--- config.mk ---
export PLATFORM = sky130hd
export DESIGN_NAME = proc_control_flat
export DESIGN_NICKNAME = d
export VERILOG_FILES = /design/src/rtl/proc_pkg.sv /design/src/rtl/proc_control_if.sv /design/src/rtl/proc_control_dec3to8.sv /design/src/rtl/proc_control.sv /design/src/flat_wrapper.sv
export SDC_FILE = /design/constraint.sdc
export NUM_CORES = 1
export LEC_CHECK = 0
export ABC_AREA = 1
export ABC_CLOCK_PERIOD_IN_PS = 1050
export CAP_MARGIN = 10
export CORE_AREA = 3 3 59 61
export CTS_CLUSTER_SIZE = 8
export DETAILED_ROUTE_END_ITERATION = 8
export DIE_AREA = 0 0 62 64
export PLACE_DENSITY = 0.62
export SLEW_MARGIN = 20
export SYNTH_ARGS = -nofsm -noshare
export SYNTH_HDL_FRONTEND = slang
export SYNTH_SLANG_ARGS = --single-unit
--- constraint.sdc ---
create_clock -name clk -period 1.05 [get_ports clk]
set_input_delay 0.105 -clock clk [delete_from_list [all_inputs] [get_ports clk]]
set_output_delay 0.105 -clock clk [all_outputs]
set_load 0.02 [all_outputs]
--- src/rtl/proc_pkg.sv ---
// Shared encodings for the processor control slice: bus-mux selects, opcodes, FSM states.
// The datapath bus mux imports the same select codes so both sides agree.
package proc_pkg;

  localparam logic [3:0] SEL_R0 = 4'd0;
  localparam logic [3:0] SEL_R1 = 4'd1;
  localparam logic [3:0] SEL_R2 = 4'd2;
  localparam logic [3:0] SEL_R3 = 4'd3;
  localparam logic [3:0] SEL_R4 = 4'd4;
  localparam logic [3:0] SEL_R5 = 4'd5;
  localparam logic [3:0] SEL_R6 = 4'd6;
  localparam logic [3:0] SEL_R7 = 4'd7;
  localparam logic [3:0] SEL_G  = 4'd8;
  localparam logic [3:0] SEL_D  = 4'd9;
  localparam logic [3:0] SEL_DT = 4'd10;

  localparam logic [2:0] OP_MV  = 3'b000;
  localparam logic [2:0] OP_MVT = 3'b001;
  localparam logic [2:0] OP_ADD = 3'b010;
  localparam logic [2:0] OP_SUB = 3'b011;

  localparam logic [1:0] ST_IDLE = 2'd0;
  localparam logic [1:0] ST_T1   = 2'd1;
  localparam logic [1:0] ST_T2   = 2'd2;
  localparam logic [1:0] ST_T3   = 2'd3;

  // Register index rN maps directly onto select code N.
  function automatic logic [3:0] sel_reg(input logic [2:0] r);
    return {1'b0, r};
  endfunction

endpackage

--- src/rtl/proc_control_if.sv ---
// Control <-> datapath signal bundle; master is the controller, slave the datapath/bench side.
interface proc_control_if;
  logic        run;
  logic [15:0] instr;
  logic [15:0] ir;
  logic [3:0]  bus_sel;
  logic [7:0]  r_in;
  logic        a_in;
  logic        g_in;
  logic        add_sub;
  logic        done;
  logic        busy;

  modport master (
    input  run, instr,
    output ir, bus_sel, r_in, a_in, g_in, add_sub, done, busy
  );

  modport slave (
    output run, instr,
    input  ir, bus_sel, r_in, a_in, g_in, add_sub, done, busy
  );
endinterface

--- src/rtl/proc_control_dec3to8.sv ---
// 3-bit register index to one-hot write enable, gated by en_i.
module dec3to8 (
  input  logic [2:0] idx_i,
  input  logic       en_i,
  output logic [7:0] onehot_o
);
  assign onehot_o = en_i ? (8'b0000_0001 << idx_i) : 8'b0000_0000;
endmodule

--- src/rtl/proc_control.sv ---
// Instruction sequencer: IDLE accepts run and latches ir, T1..T3 drive the datapath enables.
// mv/mvt/undefined finish in T1, add/sub in T3; run is ignored while busy.
module proc_control
  import proc_pkg::*;
(
  input  logic           clk,
  input  logic           resetn,
  proc_control_if.master bus
);

  logic [1:0]  state_q, state_d;
  logic [15:0] ir_q, ir_d;
  logic [2:0]  op, rx, ry;
  logic        imm;
  logic        wr_en;
  logic [3:0]  sel;
  logic        a_en, g_en, sub_en, done_en;

  assign op  = ir_q[15:13];
  assign imm = ir_q[12];
  assign rx  = ir_q[11:9];
  assign ry  = ir_q[2:0];

  always_comb begin
    state_d = state_q;
    ir_d    = ir_q;
    wr_en   = 1'b0;
    sel     = SEL_R0;
    a_en    = 1'b0;
    g_en    = 1'b0;
    sub_en  = 1'b0;
    done_en = 1'b0;
    case (state_q)
      ST_IDLE: begin
        if (bus.run) begin
          ir_d    = bus.instr;
          state_d = ST_T1;
        end
      end
      ST_T1: begin
        case (op)
          OP_MV: begin
            sel     = imm ? SEL_D : sel_reg(ry);
            wr_en   = 1'b1;
            done_en = 1'b1;
            state_d = ST_IDLE;
          end
          OP_MVT: begin
            sel     = SEL_DT;
            wr_en   = 1'b1;
            done_en = 1'b1;
            state_d = ST_IDLE;
          end
          OP_ADD, OP_SUB: begin
            sel     = sel_reg(rx);
            a_en    = 1'b1;
            state_d = ST_T2;
          end
          default: begin
            // Undefined opcodes retire immediately without touching the datapath.
            done_en = 1'b1;
            state_d = ST_IDLE;
          end
        endcase
      end
      ST_T2: begin
        sel     = imm ? SEL_D : sel_reg(ry);
        g_en    = 1'b1;
        sub_en  = (op == OP_SUB);
        state_d = ST_T3;
      end
      default: begin
        sel     = SEL_G;
        wr_en   = 1'b1;
        done_en = 1'b1;
        state_d = ST_IDLE;
      end
    endcase
  end

  always_ff @(posedge clk) begin
    if (!resetn) begin
      state_q <= ST_IDLE;
      ir_q    <= 16'h0000;
    end else begin
      state_q <= state_d;
      ir_q    <= ir_d;
    end
  end

  dec3to8 u_dec (
    .idx_i    (rx),
    .en_i     (wr_en),
    .onehot_o (bus.r_in)
  );

  assign bus.ir      = ir_q;
  assign bus.bus_sel = sel;
  assign bus.a_in    = a_en;
  assign bus.g_in    = g_en;
  assign bus.add_sub = sub_en;
  assign bus.done    = done_en;
  assign bus.busy    = (state_q != ST_IDLE);

endmodule

--- src/flat_wrapper.sv ---
// flat-port wrapper written by rule: the top's interface ports become plain ports
module proc_control_flat import proc_pkg::*;
  (clk, resetn, bus_run, bus_instr, bus_ir, bus_bus_sel, bus_r_in, bus_a_in, bus_g_in, bus_add_sub, bus_done, bus_busy);
  proc_control_if bus_i ();
  input  logic clk;
  input  logic resetn;
  input wire logic [$bits(bus_i.run)-1:0] bus_run;
  input wire logic [$bits(bus_i.instr)-1:0] bus_instr;
  output wire logic [$bits(bus_i.ir)-1:0] bus_ir;
  output wire logic [$bits(bus_i.bus_sel)-1:0] bus_bus_sel;
  output wire logic [$bits(bus_i.r_in)-1:0] bus_r_in;
  output wire logic [$bits(bus_i.a_in)-1:0] bus_a_in;
  output wire logic [$bits(bus_i.g_in)-1:0] bus_g_in;
  output wire logic [$bits(bus_i.add_sub)-1:0] bus_add_sub;
  output wire logic [$bits(bus_i.done)-1:0] bus_done;
  output wire logic [$bits(bus_i.busy)-1:0] bus_busy;
  assign bus_i.run = bus_run;
  assign bus_i.instr = bus_instr;
  assign bus_ir = bus_i.ir;
  assign bus_bus_sel = bus_i.bus_sel;
  assign bus_r_in = bus_i.r_in;
  assign bus_a_in = bus_i.a_in;
  assign bus_g_in = bus_i.g_in;
  assign bus_add_sub = bus_i.add_sub;
  assign bus_done = bus_i.done;
  assign bus_busy = bus_i.busy;
  proc_control u_core (.clk(clk), .resetn(resetn), .bus(bus_i));
endmodule
==> flow_metrics.py <==
metrics = {
    "outcome": {
        "outcome": "finished, violations left",
        "violations": "setup timing",
    },
    "placed_design": {
        "io_buffers": 51,
        "hpwlAfterDp_um": 2330,
        "gp_congestion": 0.847,
    },
    "timing": {
        "drv_slew": 0,
        "setup_violations": 37,
        "rsz0062_at_grt": "true",
        "max_freq_mhz": 659,
        "hold_viol": 0,
        "finClkSkew_ns": 0.00129,
        "slew_headroom_pct": 68.3,
        "worstMarginPinSlew_ns": 0.474,
        "fin_crit_ns": 1.52,
        "min_period_over_period_pct": 145,
        "setup_ws_ns": -0.468,
        "fin_tns_setup_ns": -8.69,
    },
    "floorplanning": {
        "core_um2": 3030,
        "rows": 20,
        "die-area_um2": 3970,
        "io_pins": 52,
        "die_h_um": 64,
        "start_util_pct": 29.8,
        "die_x_um": 62,
    },
    "synthesis": {
        "synthCells": 133,
        "ys_ff_latch": 18,
        "syn_area_um2": 901,
        "ys_seq_area_share_pct": 40.0,
        "syn_area_per_cell_um2": 6.77,
        "ys_types": 19,
        "ys_warn_count": 0,
        "synth_fp_nets": 152,
    },
    "worst_setup_path": {
        "critPathLaunch": "u_core.bus.ir[15]",
        "crit_fanout": 3,
        "timing.rr.start": "u_core.bus.ir[15]",
        "cp_data_required_time_ns": 0.94,
        "path_cells": "buf_6, inv_4, nand2_4, inv_2, nand2_1, nand2_1, nand2_1, nand2_2, buf_6",
        "crit_buf_inv": 4,
        "critPathLaunchType": "flip-flop",
        "crit_family": "flip-flops",
        "cp.arrival_ns": 1.41,
        "end_kind": "output port",
        "criticalPathCategory": "flip-flop to output port",
        "max_stage_delay_ns": 0.38,
        "path_common_cell": "nand2_1",
        "crit_slowest_cell": "dfxtp_4",
    },
    "layout": {
        "syn_to_final_growth_pct": 150,
        "regArea_um2": 395,
        "finish.net_count": 257,
        "fin_util_pct": 74.5,
        "final_cell_mix": "43 x buf_6, 27 x buf_4, 21 x nor2_1",
        "num_antenna_cells": 0,
        "mostFrequentLayoutCell": "buf_6",
        "fillCellCount": 209,
        "multi_input_area_um2": 713,
        "layout-drive-gt1-share_pct": 61.6,
    },
    "drt": {
        "dr_total_vias": 1307,
        "route.detailed.drc": 0,
        "wire_per_inst_um": 14.9,
        "routed_wl_um": 4170,
        "drt_iter0_drc": 33,
        "drt.antenna.violating_nets": 0,
        "viasPerCell": 4.65,
        "first_pass_iters": 4,
    },
    "power": {
        "p_per_area_nw_per_um2": 1090,
        "ir_worst_vdd_uv": 730,
        "leakagePower_nw": 1.03,
    },
    "cts": {
        "root_buffer": "clkbuf_4",
        "holdBufCountCts": 0,
        "cts-buffers-inserted": 3,
        "cts.path.max_buffers": 2,
        "clk_latency_ns": 0.29,
        "htreeDepth": 1,
        "clk_pin_slew_ns": 0.11,
        "tritoncts": "built",
        "clkSinkCount": 18,
    },
    "global_route": {
        "grt_max_degree": 19,
        "grt_pass1_wl_um": 5670,
        "gr-usage-all-layers_pct": 19.1,
        "overflow": 0,
        "grt_pass1_vias": 1198,
        "antenna_found_initial": 0,
    },
    "min_path": {
        "min_from": "bus_instr[1]",
        "hold_class": "input pin to flip-flop",
    },
    "run": {
        "drv_cap": 0,
    },
}
synthesized netlist by cell type, drive strengths merged:
| master | instances | area, µm² |
|---|---|---|
| nor2 | 47 | 201 |
| nand2 | 26 | 97.6 |
| dfxtp | 18 | 360 |
| o21ai | 17 | 85.1 |
| inv | 13 | 53.8 |
| nand3 | 4 | 32.5 |
| buf | 2 | 31.3 |
| a21oi | 1 | 5.00 |
| clkbuf | 1 | 3.75 |
| nand4 | 1 | 6.26 |
| nor4 | 1 | 6.26 |
| o211a | 1 | 10.0 |
| o211ai | 1 | 7.51 |
registers in the layout, summed over array words and instances (netlist names):
signal and count:
u_core.bus.ir 16, u_core.state_q 2
kinds of logic (layout without fill, tap and decap cells):
group	count (synthesis)	in the layout	share of synthesized area [%]
flip-flops	18	18	40.0
AO/OA/AOI/OAI	20	20	11.9
AND/OR/NAND/NOR	79	82	38.2
buffers and inverters	16	117	9.86
worst paths after layout:
| path | end | cells after the start | slack, ns |
|---|---|---|---|
| worst min register to register | u_core.bus.ir[6] | 2 | 0.49 |
| worst min-delay path | u_core.bus.ir[1] | 3 | 0.40 |
| worst max register to register | u_core.state_q[1] | 10 | -0.32 |
| worst max-delay path | bus_bus_sel[1] | 9 | -0.47 |
worst register-to-register path, cell delays in order (launching register included):
cell and delay, ns:
dfxtp_4 0.39, buf_6 0.11, inv_4 0.03, nand2_4 0.07, inv_2 0.06, buf_6 0.12, a21oi_4 0.15, buf_4 0.14
buf_6 0.08, buf_4 0.09, nor2_1 0.03
per-layer routing:
metal	wire (µm)	part of all wire, %	global-route usage, %	vias up
met5	0	0	0	-
met4	110	2.6	6.90	0
met3	164	3.9	2.02	10
met2	2330	56	34.7	41
met1	1570	38	21.8	618
li1	-	-	-	638
power by group:
group	total (mW)	internal [mW]	leakage (nW)	switching, mW
registers	0.823	0.753	0.155	0.0706
clock network	0.435	0.211	0.0210	0.223
logic	1.20	0.601	0.858	0.595
total	2.45	1.57	1.03	0.888
layout make-up:
type | count | share of cell area, %
clock buffers | 4 | 1.61
inverters | 13 | 2.94
multi-input cells | 102 | 31.6
flip-flops and latches | 18 | 17.5
well taps | 44 | 2.44
repair buffers | 99 | 43.4
repair inverters | 1 | 0.499
what timing repair did:
item                                    4_1_cts  5_1_grt
pin swaps                                    19       15
endpoints found under the setup margin       50       48
cloned                                        4        0
setup buffers                                 6       12
resized for setup                           218       45
per-stage QoR:
stage	area, µm²	setup WS, ns	total power, mW	instances	hold WS (ns)
floorplan	1040	-0.137	1.26	133	0.236
global placement	1810	-0.624	1.68	255	0.465
global route	2260	-0.562	2.59	281	0.407
CTS	2080	-0.467	2.29	269	0.388
finish	2260	-0.468	2.45	281	0.400
detailed placement	1810	-0.649	1.70	255	0.477
(Power assumes the default switching activity.)
